==> config.mk <==
export PLATFORM = sky130hd
export DESIGN_NAME = move_strobe_gen
export DESIGN_NICKNAME = d
export VERILOG_FILES = /design/src/rtl/move_strobe_gen_pkg.sv /design/src/rtl/move_strobe_gen_btn_debounce.sv /design/src/rtl/move_strobe_gen.sv
export SDC_FILE = /design/constraint.sdc
export NUM_CORES = 1
export LEC_CHECK = 0
export CAP_MARGIN = 20
export CORE_ASPECT_RATIO = 0.7
export CORE_MARGIN = 3
export CORE_UTILIZATION = 50
export CTS_CLUSTER_DIAMETER = 80
export DETAILED_ROUTE_END_ITERATION = 10
export PLACE_DENSITY_LB_ADDON = 0.3
export SLEW_MARGIN = 30
export SYNTH_ARGS = -nofsm -noshare
export SYNTH_HDL_FRONTEND = slang
export SYNTH_SLANG_ARGS = --single-unit
==> constraint.sdc <==
create_clock -name clk -period 3.3 [get_ports clk]
set_input_delay 0.495 -clock clk [delete_from_list [all_inputs] [get_ports clk]]
set_output_delay 0.495 -clock clk [all_outputs]
set_load 0.02 [all_outputs]
==> src/rtl/move_strobe_gen_pkg.sv <==
// move_strobe_gen_pkg: direction codes shared with the mover, strobe FSM states and a one-hot filter.
package move_strobe_gen_pkg;
  localparam logic [3:0] DIR_U    = 4'd8;
  localparam logic [3:0] DIR_D    = 4'd4;
  localparam logic [3:0] DIR_R    = 4'd2;
  localparam logic [3:0] DIR_L    = 4'd1;
  localparam logic [3:0] DIR_NONE = 4'd0;
  typedef enum logic [1:0] {IDLE, SETUP, PULSE, WAIT} state_t;
  // Chords are treated as released so the mover only ever sees a single direction.
  function automatic logic [3:0] to_dir(input logic [3:0] b);
    return $onehot(b) ? b : DIR_NONE;
  endfunction
endpackage

==> src/rtl/move_strobe_gen_btn_debounce.sv <==
// btn_debounce: 2-FF synchronizer followed by a stability counter that accepts a change after CYCLES mismatches.
module btn_debounce #(
  parameter int W = 4,
  parameter int CYCLES = 1000000
) (
  input  logic         clk,
  input  logic         rst,
  input  logic [W-1:0] raw,
  output logic [W-1:0] db
);
  localparam int CW = $clog2(CYCLES + 1);
  logic [W-1:0] s1, s2;
  logic [CW-1:0] cnt;
  always_ff @(posedge clk or negedge rst)
    if (!rst) begin
      s1 <= '0;
      s2 <= '0;
      db <= '0;
      cnt <= '0;
    end else begin
      s1 <= raw;
      s2 <= s1;
      if (s2 == db) cnt <= '0;
      else if (cnt == CW'(CYCLES - 1)) begin
        db <= s2;
        cnt <= '0;
      end else cnt <= cnt + 1'b1;
    end
endmodule

==> src/rtl/move_strobe_gen.sv <==
// move_strobe_gen: debounced buttons to one-hot direction plus a flop-driven move strobe with auto-repeat.
module move_strobe_gen
  import move_strobe_gen_pkg::*;
#(
  parameter int DEBOUNCE_CYCLES = 1000000,
  parameter int PULSE_CYCLES = 4,
  parameter int REPEAT_DELAY = 30000000,
  parameter int REPEAT_PERIOD = 10000000
) (
  input  logic       clk,
  input  logic       rst,
  input  logic [3:0] btn_raw,
  output logic [3:0] btns,
  output logic       btn_clk
);
  localparam int MAXP = (PULSE_CYCLES > REPEAT_DELAY) ?
    ((PULSE_CYCLES > REPEAT_PERIOD) ? PULSE_CYCLES : REPEAT_PERIOD) :
    ((REPEAT_DELAY > REPEAT_PERIOD) ? REPEAT_DELAY : REPEAT_PERIOD);
  localparam int CW = $clog2(MAXP + 1);
  logic [3:0] db, dir, btns_nx;
  logic btn_clk_nx, first, first_nx;
  logic [CW-1:0] cnt, cnt_nx, wait_last;
  state_t state, state_nx;
  btn_debounce #(.W(4), .CYCLES(DEBOUNCE_CYCLES)) u_db (
    .clk(clk),
    .rst(rst),
    .raw(btn_raw),
    .db(db)
  );
  assign dir = to_dir(db);
  assign wait_last = first ? CW'(REPEAT_DELAY - 1) : CW'(REPEAT_PERIOD - 1);
  always_ff @(posedge clk or negedge rst)
    if (!rst) begin
      state <= IDLE;
      btns <= DIR_NONE;
      btn_clk <= 1'b0;
      first <= 1'b0;
      cnt <= '0;
    end else begin
      state <= state_nx;
      btns <= btns_nx;
      btn_clk <= btn_clk_nx;
      first <= first_nx;
      cnt <= cnt_nx;
    end
  always_comb begin
    state_nx = state;
    btns_nx = btns;
    btn_clk_nx = 1'b0;
    first_nx = first;
    cnt_nx = (cnt == CW'(MAXP)) ? cnt : cnt + 1'b1;
    case (state)
      IDLE:
        if (dir != DIR_NONE) begin
          btns_nx = dir;
          first_nx = 1'b1;
          state_nx = SETUP;
        end
      SETUP: begin
        btn_clk_nx = 1'b1;
        cnt_nx = '0;
        state_nx = PULSE;
      end
      PULSE:
        if (cnt == CW'(PULSE_CYCLES - 1)) begin
          cnt_nx = '0;
          state_nx = (dir == DIR_NONE) ? IDLE : WAIT;
          btns_nx = (dir == DIR_NONE) ? DIR_NONE : btns;
        end else btn_clk_nx = 1'b1;
      WAIT:
        if (dir == DIR_NONE) begin
          btns_nx = DIR_NONE;
          state_nx = IDLE;
        end else if (dir != btns) begin
          btns_nx = dir;
          first_nx = 1'b1;
          state_nx = SETUP;
        end else if (cnt == wait_last) begin
          first_nx = 1'b0;
          state_nx = SETUP;
        end
      default: state_nx = IDLE;
    endcase
  end
endmodule

==> results_dict.tcl, run 1 <==
set metrics [dict create \
    synthesis.nets 371 \
    root_buffer "clkbuf_8" \
    final_cell_mix "dfrtp_1 (64), nor2_1 (56), xnor2_1 (26)" \
    peakVddDrop_uv 227 \
    cts_buffers 9 \
    final_common_cell "dfrtp_1" \
    dieArea_sq_um 8000 \
    core-area_sq_um 6490 \
    clk_path_buf_depth 2 \
    worst_slew_pin_slew_ns 0.881 \
    finalCritPeriodShare_pct 93.9 \
    start_kind "flip-flop" \
    wl_per_cell_microns 14.6 \
    slew_headroom_pct 40.7 \
    p_leak_nw 1.68 \
    core.rowCount 24 \
    syn_area_sq_um 3470 \
    antenna_found_initial 0 \
    dp_cells 447 \
    cts_tree "done" \
    via_count 2565 \
    synth_edf_count 0 \
    min_period_ns 3.10 \
    fin_skew_ns 0.0114 \
    status "complete, no violations" \
    die_w_microns 106 \
    dp_hpwl_microns 4730 \
    drv_slew 0 \
    path_cells "inv_1, fa_1, inv_1, ha_1, ha_1, or3b_2, or2_2, nor3_1, a22o_2, mux2i_1" \
    synth_ff_type "dfrtp_1" \
    max_cap_violations 0 \
    dp_worst_setup_slack_ns 0.103 \
    synth_cell_types 48 \
    crit_slowest_cell "or3b_2" \
    worstSetupPathType "flip-flop to flip-flop" \
    hold_violations 0 \
    grt-ovfl-total 0 \
    htreeDepth 3 \
    fillers 555 \
    first_iter_violations 212 \
    path_buf_inv 2 \
    ys_seq_area_share_pct 46.8 \
    detail-route-antenna-nets 0 \
    syn2layout_area_growth_pct 10.7 \
    drt-vias-per-instance 5.53 \
    drc 0 \
    critical_path.top_delay_family "simple AND/OR/NAND/NOR gates" \
    cp-end-kind "flip-flop" \
    nNetsFinal 384 \
    timing.final.ws_setup_ns 0.203 \
    power_density_nw_per_um2 425 \
    wl_microns 6780 \
    tns_ns 0 \
    avgSynthCellArea_sq_um 9.79 \
    async_flop_share_pct 100 \
    clock_latency_ns 0.35 \
    finish.utilization_pct 59.3 \
    grt_use_total_pct 18.1 \
    clock-sinks 65 \
    start_util_pct 53.6 \
    hold_class "input port to async pin" \
    clk_pin_slew_worst_paths_ns 0.08 \
    cp_max_fo 6 \
    diodes 0 \
    yosysWarnings 0 \
    drive_above_1_share_pct 8.58 \
    grt_pass1_vias 2275 \
    io_buffers 10 \
    setup_viol 0 \
    fp.dieH_microns 75.7 \
    io_pins 11 \
    crit_required_ns 3.57 \
    rsz0062_at_grt "false" \
    grt_max_degree 45 \
    max_freq_mhz 323 \
    gp_congestion 0.890 \
    layoutNonFillerInstCount 464 \
    synth_cells 355 \
    ys_ff_latch 65 \
    cp_slowest_stage_delay_ns 0.51 \
    total_power_mw 1.63 \
    grt_pass1_wl_microns 11400 \
    firstDrtPassIters 4 \
    critPathArrivalTime_ns 3.37 \
]
[what timing repair did]
item                       CTS  global route
setup endpoints to repair    0             5
hold buffers                 0             0
buffers inserted             0             1
gates resized for setup      0             2
[registers in the layout, summed over array words and instances (netlist names)]
register / cells
u_db.s1: 4
cnt: 25
u_db.cnt: 20
u_db.s2: 4
btns: 4
u_db.db: 4
btn_clk: 1
state: 2
first: 1
[logic make-up after synthesis]
kind of cell / synth area share, %
AOI/OAI and AO/OA: 4.39
xor gates and xnor gates: 12.1
adders and majority gates: 3.82
buffers and inverters: 4.14
DFF: 46.8
muxes: 2.05
and+or+nand+nor: 26.7
[per-stage QoR]
| stage | hold WS [ns] | area (sq um) |
|---|---|---|
| floorplan | 0.199 | 3470 |
| global placement | 0.333 | 3640 |
| detailed placement | 0.336 | 3640 |
| CTS | 0.109 | 3830 |
| global route | 0.137 | 3850 |
| finish | 0.0987 | 3850 |
[cell type report]
| type | count | area (sq um) | share of cell area [%] |
|---|---|---|---|
| Multi-Input combinational cell | 258 | 1710 | 44.5 |
| Sequential cell | 65 | 1630 | 42.3 |
| Timing Repair Buffer | 14 | 125 | 3.25 |
| Clock buffer | 9 | 124 | 3.22 |
| Tap cell | 91 | 114 | 2.96 |
| Inverter | 20 | 75.1 | 1.95 |
| Clock inverter | 7 | 70.1 | 1.82 |
[cells in the mapped netlist, drive strengths merged, types with 2 or more instances]
master	number	area share [%]
and3	8	1.4
or4	2	0.43
ha	9	3.2
nand3b	2	0.43
nand2	24	2.6
clkbuf	2	0.22
o21ai	4	0.58
o21a	2	0.43
nand3	17	2.4
a21oi	3	0.43
xnor2	26	6.6
and4	4	1.0
nand2b	2	0.36
xor2	22	5.5
mux2i	6	1.7
nand4	15	2.7
or2	2	0.36
nor4bb	4	1.2
nor2	57	6.2
inv	20	2.2
nor3	11	1.6
and2	4	0.72
nor4	13	3.2
o211ai	2	0.43
dfrtp	65	47
buf	10	1.8
nor4b	3	0.76
[routing by layer]
layer	global-route usage [%]	routed length [microns]	part of all wire [%]	up-vias
li1	-	-	-	1253
met2	25.8	2940	43	49
met1	27.2	3500	52	1256
met4	6.47	59	0.87	0
met3	4.06	276	4.1	7
met5	0	0	0	-
[report_power, final]
| part | total [mW] | switching [mW] | internal, mW |
|---|---|---|---|
| combinational | 0.0893 | 0.0488 | 0.0406 |
| clock | 0.672 | 0.324 | 0.348 |
| sequential | 0.873 | 0.0396 | 0.834 |
[final timing paths]
check / startpoint / endpoint / slack (ns) / depth (start not counted)
max: u_db.db[3]$_DFFE_PN0P_ / btns[3]$_DFFE_PN0P_ / 0.20 / 10
min: rst / btn_clk$_DFF_PN0_ / 0.1 / 1
max reg2reg: u_db.db[3]$_DFFE_PN0P_ / btns[3]$_DFFE_PN0P_ / 0.20 / 10
min reg2reg: u_db.s1[0]$_DFF_PN0_ / u_db.s2[0]$_DFF_PN0_ / 0.35 / 0
max in group asynchronous: rst / u_db.db[1]$_DFFE_PN0P_ / 2.26 / 2
min in group clk: u_db.s1[0]$_DFF_PN0_ / u_db.s2[0]$_DFF_PN0_ / 0.35 / 0
Note: power is estimated with default switching activity, not from simulation.
==> run 2: changes to the inputs <==
- CORE_UTILIZATION: 50 -> 60
==> results_dict.tcl, run 2 (synthesis results as in run 1) <==
set metrics [dict create \
    power_density_nw_per_um2 449 \
    dp_hpwl_microns 4600 \
    drive_above_1_share_pct 8.31 \
    firstDrtPassIters 5 \
    cts_hold_buf 0 \
    clk_path_buf_depth 2 \
    diodes 0 \
    via_count 2555 \
    hold_violations 0 \
    start_util_pct 64.1 \
    antenna_found_initial 0 \
    max_freq_mhz 321 \
    worstSetupPathType "flip-flop to flip-flop" \
    final_common_cell "dfrtp_1" \
    grt_pass1_wl_microns 11700 \
    fillers 392 \
    grt_use_total_pct 21.3 \
    start_kind "flip-flop" \
    core.rowCount 22 \
    peakVddDrop_uv 277 \
    largest_register_ffs 25 \
    wl_per_cell_microns 15.0 \
    path_buf_inv 2 \
    cts_buffers 9 \
    top_regs "cnt: 25 flops, u_db.cnt: 20 flops" \
    dieArea_sq_um 6750 \
    crit_required_ns 3.57 \
    p_leak_nw 1.69 \
    first_iter_violations 248 \
    critPathArrivalTime_ns 3.38 \
    detail-route-antenna-nets 0 \
    io_buffers 10 \
    min_period_ns 3.11 \
    crit_slowest_cell "fa_1" \
    wl_microns 6660 \
    grt-ovfl-total 0 \
    setup_viol 0 \
    clock-sinks 65 \
    grt_max_degree 45 \
    path_cells "inv_1, fa_1, inv_1, ha_1, ha_1, or3b_2, or2_2, nor3_1, a22o_2, mux2i_1" \
    drv_slew 0 \
    gp_congestion 0.830 \
    clock_latency_ns 0.34 \
    tns_ns 0 \
    finalCritPeriodShare_pct 94.3 \
    rsz0062_at_grt "false" \
    drt-vias-per-instance 5.74 \
    critical_path.top_delay_family "adder cells" \
    finish.utilization_pct 71.0 \
    die_w_microns 97.0 \
    fp.dieH_microns 69.7 \
    root_buffer "clkbuf_8" \
    fin_skew_ns 0.00835 \
    cp_max_fo 6 \
    clk_pin_slew_worst_paths_ns 0.08 \
    cp_slowest_stage_delay_ns 0.54 \
    io_pins 11 \
    drc 0 \
    nNetsFinal 384 \
    max_cap_violations 0 \
    slew_headroom_pct 49.0 \
    hold_class "input port to async pin" \
    grt_pass1_vias 2466 \
    final_area_sq_um 3850 \
    worst_slew_pin_slew_ns 0.758 \
    core-area_sq_um 5420 \
    status "complete, no violations" \
    htreeDepth 3 \
    cp-end-kind "flip-flop" \
    cts_tree "done" \
    syn2layout_area_growth_pct 10.7 \
    largest-register "cnt" \
    placed_cell_area_sq_um 3610 \
    final_cell_mix "dfrtp_1 (64), nor2_1 (56), xnor2_1 (26)" \
]
## run 2: worst reg2reg max path: stages, from the launching register on
cell and delay [ns]:
dfrtp_1 0.38, inv_1 0.09, fa_1 0.54, inv_1 0.04, ha_1 0.17, ha_1 0.33, or3b_2 0.51, or2_2 0.37
nor3_1 0.16, a22o_2 0.24, mux2i_1 0.20
## run 2: through the flow
stage,cells,worst slack (ns),total power [mW],hold WS (ns)
global placement,428,0.269,0.974,0.334
finish,445,0.189,1.73,0.103
global route,445,0.0168,1.81,0.134
floorplan,355,0.287,0.940,0.199
CTS,444,0.135,1.74,0.111
detailed placement,428,0.154,0.980,0.337
## run 2: final cells by class
class	instances	area, sq um	area share (%)
clock inverters	7	101	2.63
flip-flops and latches	65	1630	42.3
inverters	20	75.1	1.95
well taps	72	90.1	2.34
clock buffers	9	124	3.22
repair buffers	14	125	3.25
multi-input cells	258	1700	44.3
## run 2: timing repair
action	in CTS	in global routing
buffers inserted	0	1
setup endpoints to repair	0	4
resized for setup	0	1
## run 2: power breakdown
part / switching (mW) / total, mW / internal, mW / leakage (nW)
sequential: 0.0402 / 0.874 / 0.834 / 0.864
combinational: 0.0495 / 0.0902 / 0.0407 / 0.716
clock: 0.332 / 0.764 / 0.431 / 0.106
## run 2: final timing paths
kind,from,end,slack (ns),cells after the start
setup reg to reg,u_db.db[0]$_DFFE_PN0P_,btns[2]$_DFFE_PN0P_,0.19,10
hold / removal,rst,btn_clk$_DFF_PN0_,0.10,1
hold reg to reg,u_db.s1[0]$_DFF_PN0_,u_db.s2[0]$_DFF_PN0_,0.36,0
max in group asynchronous,rst,u_db.db[1]$_DFFE_PN0P_,2.27,2
min in group clk,u_db.s1[0]$_DFF_PN0_,u_db.s2[0]$_DFF_PN0_,0.36,0
setup / recovery,u_db.db[0]$_DFFE_PN0P_,btns[2]$_DFFE_PN0P_,0.19,10
## run 2: per-layer routing
layer  wire length, microns  up-vias  track usage [%]
met5                      0        -                0
met4                     80        0             7.01
met3                    378       10             7.24
met2                   2900       65             30.7
met1                   3300     1232             30.4
li1                       -     1248                -
==> run 3: changes to the inputs <==
- CTS_CLUSTER_SIZE: default -> 40
==> results of run 3 <==
Final layout, timing and power as in run 2 (identical DEF).
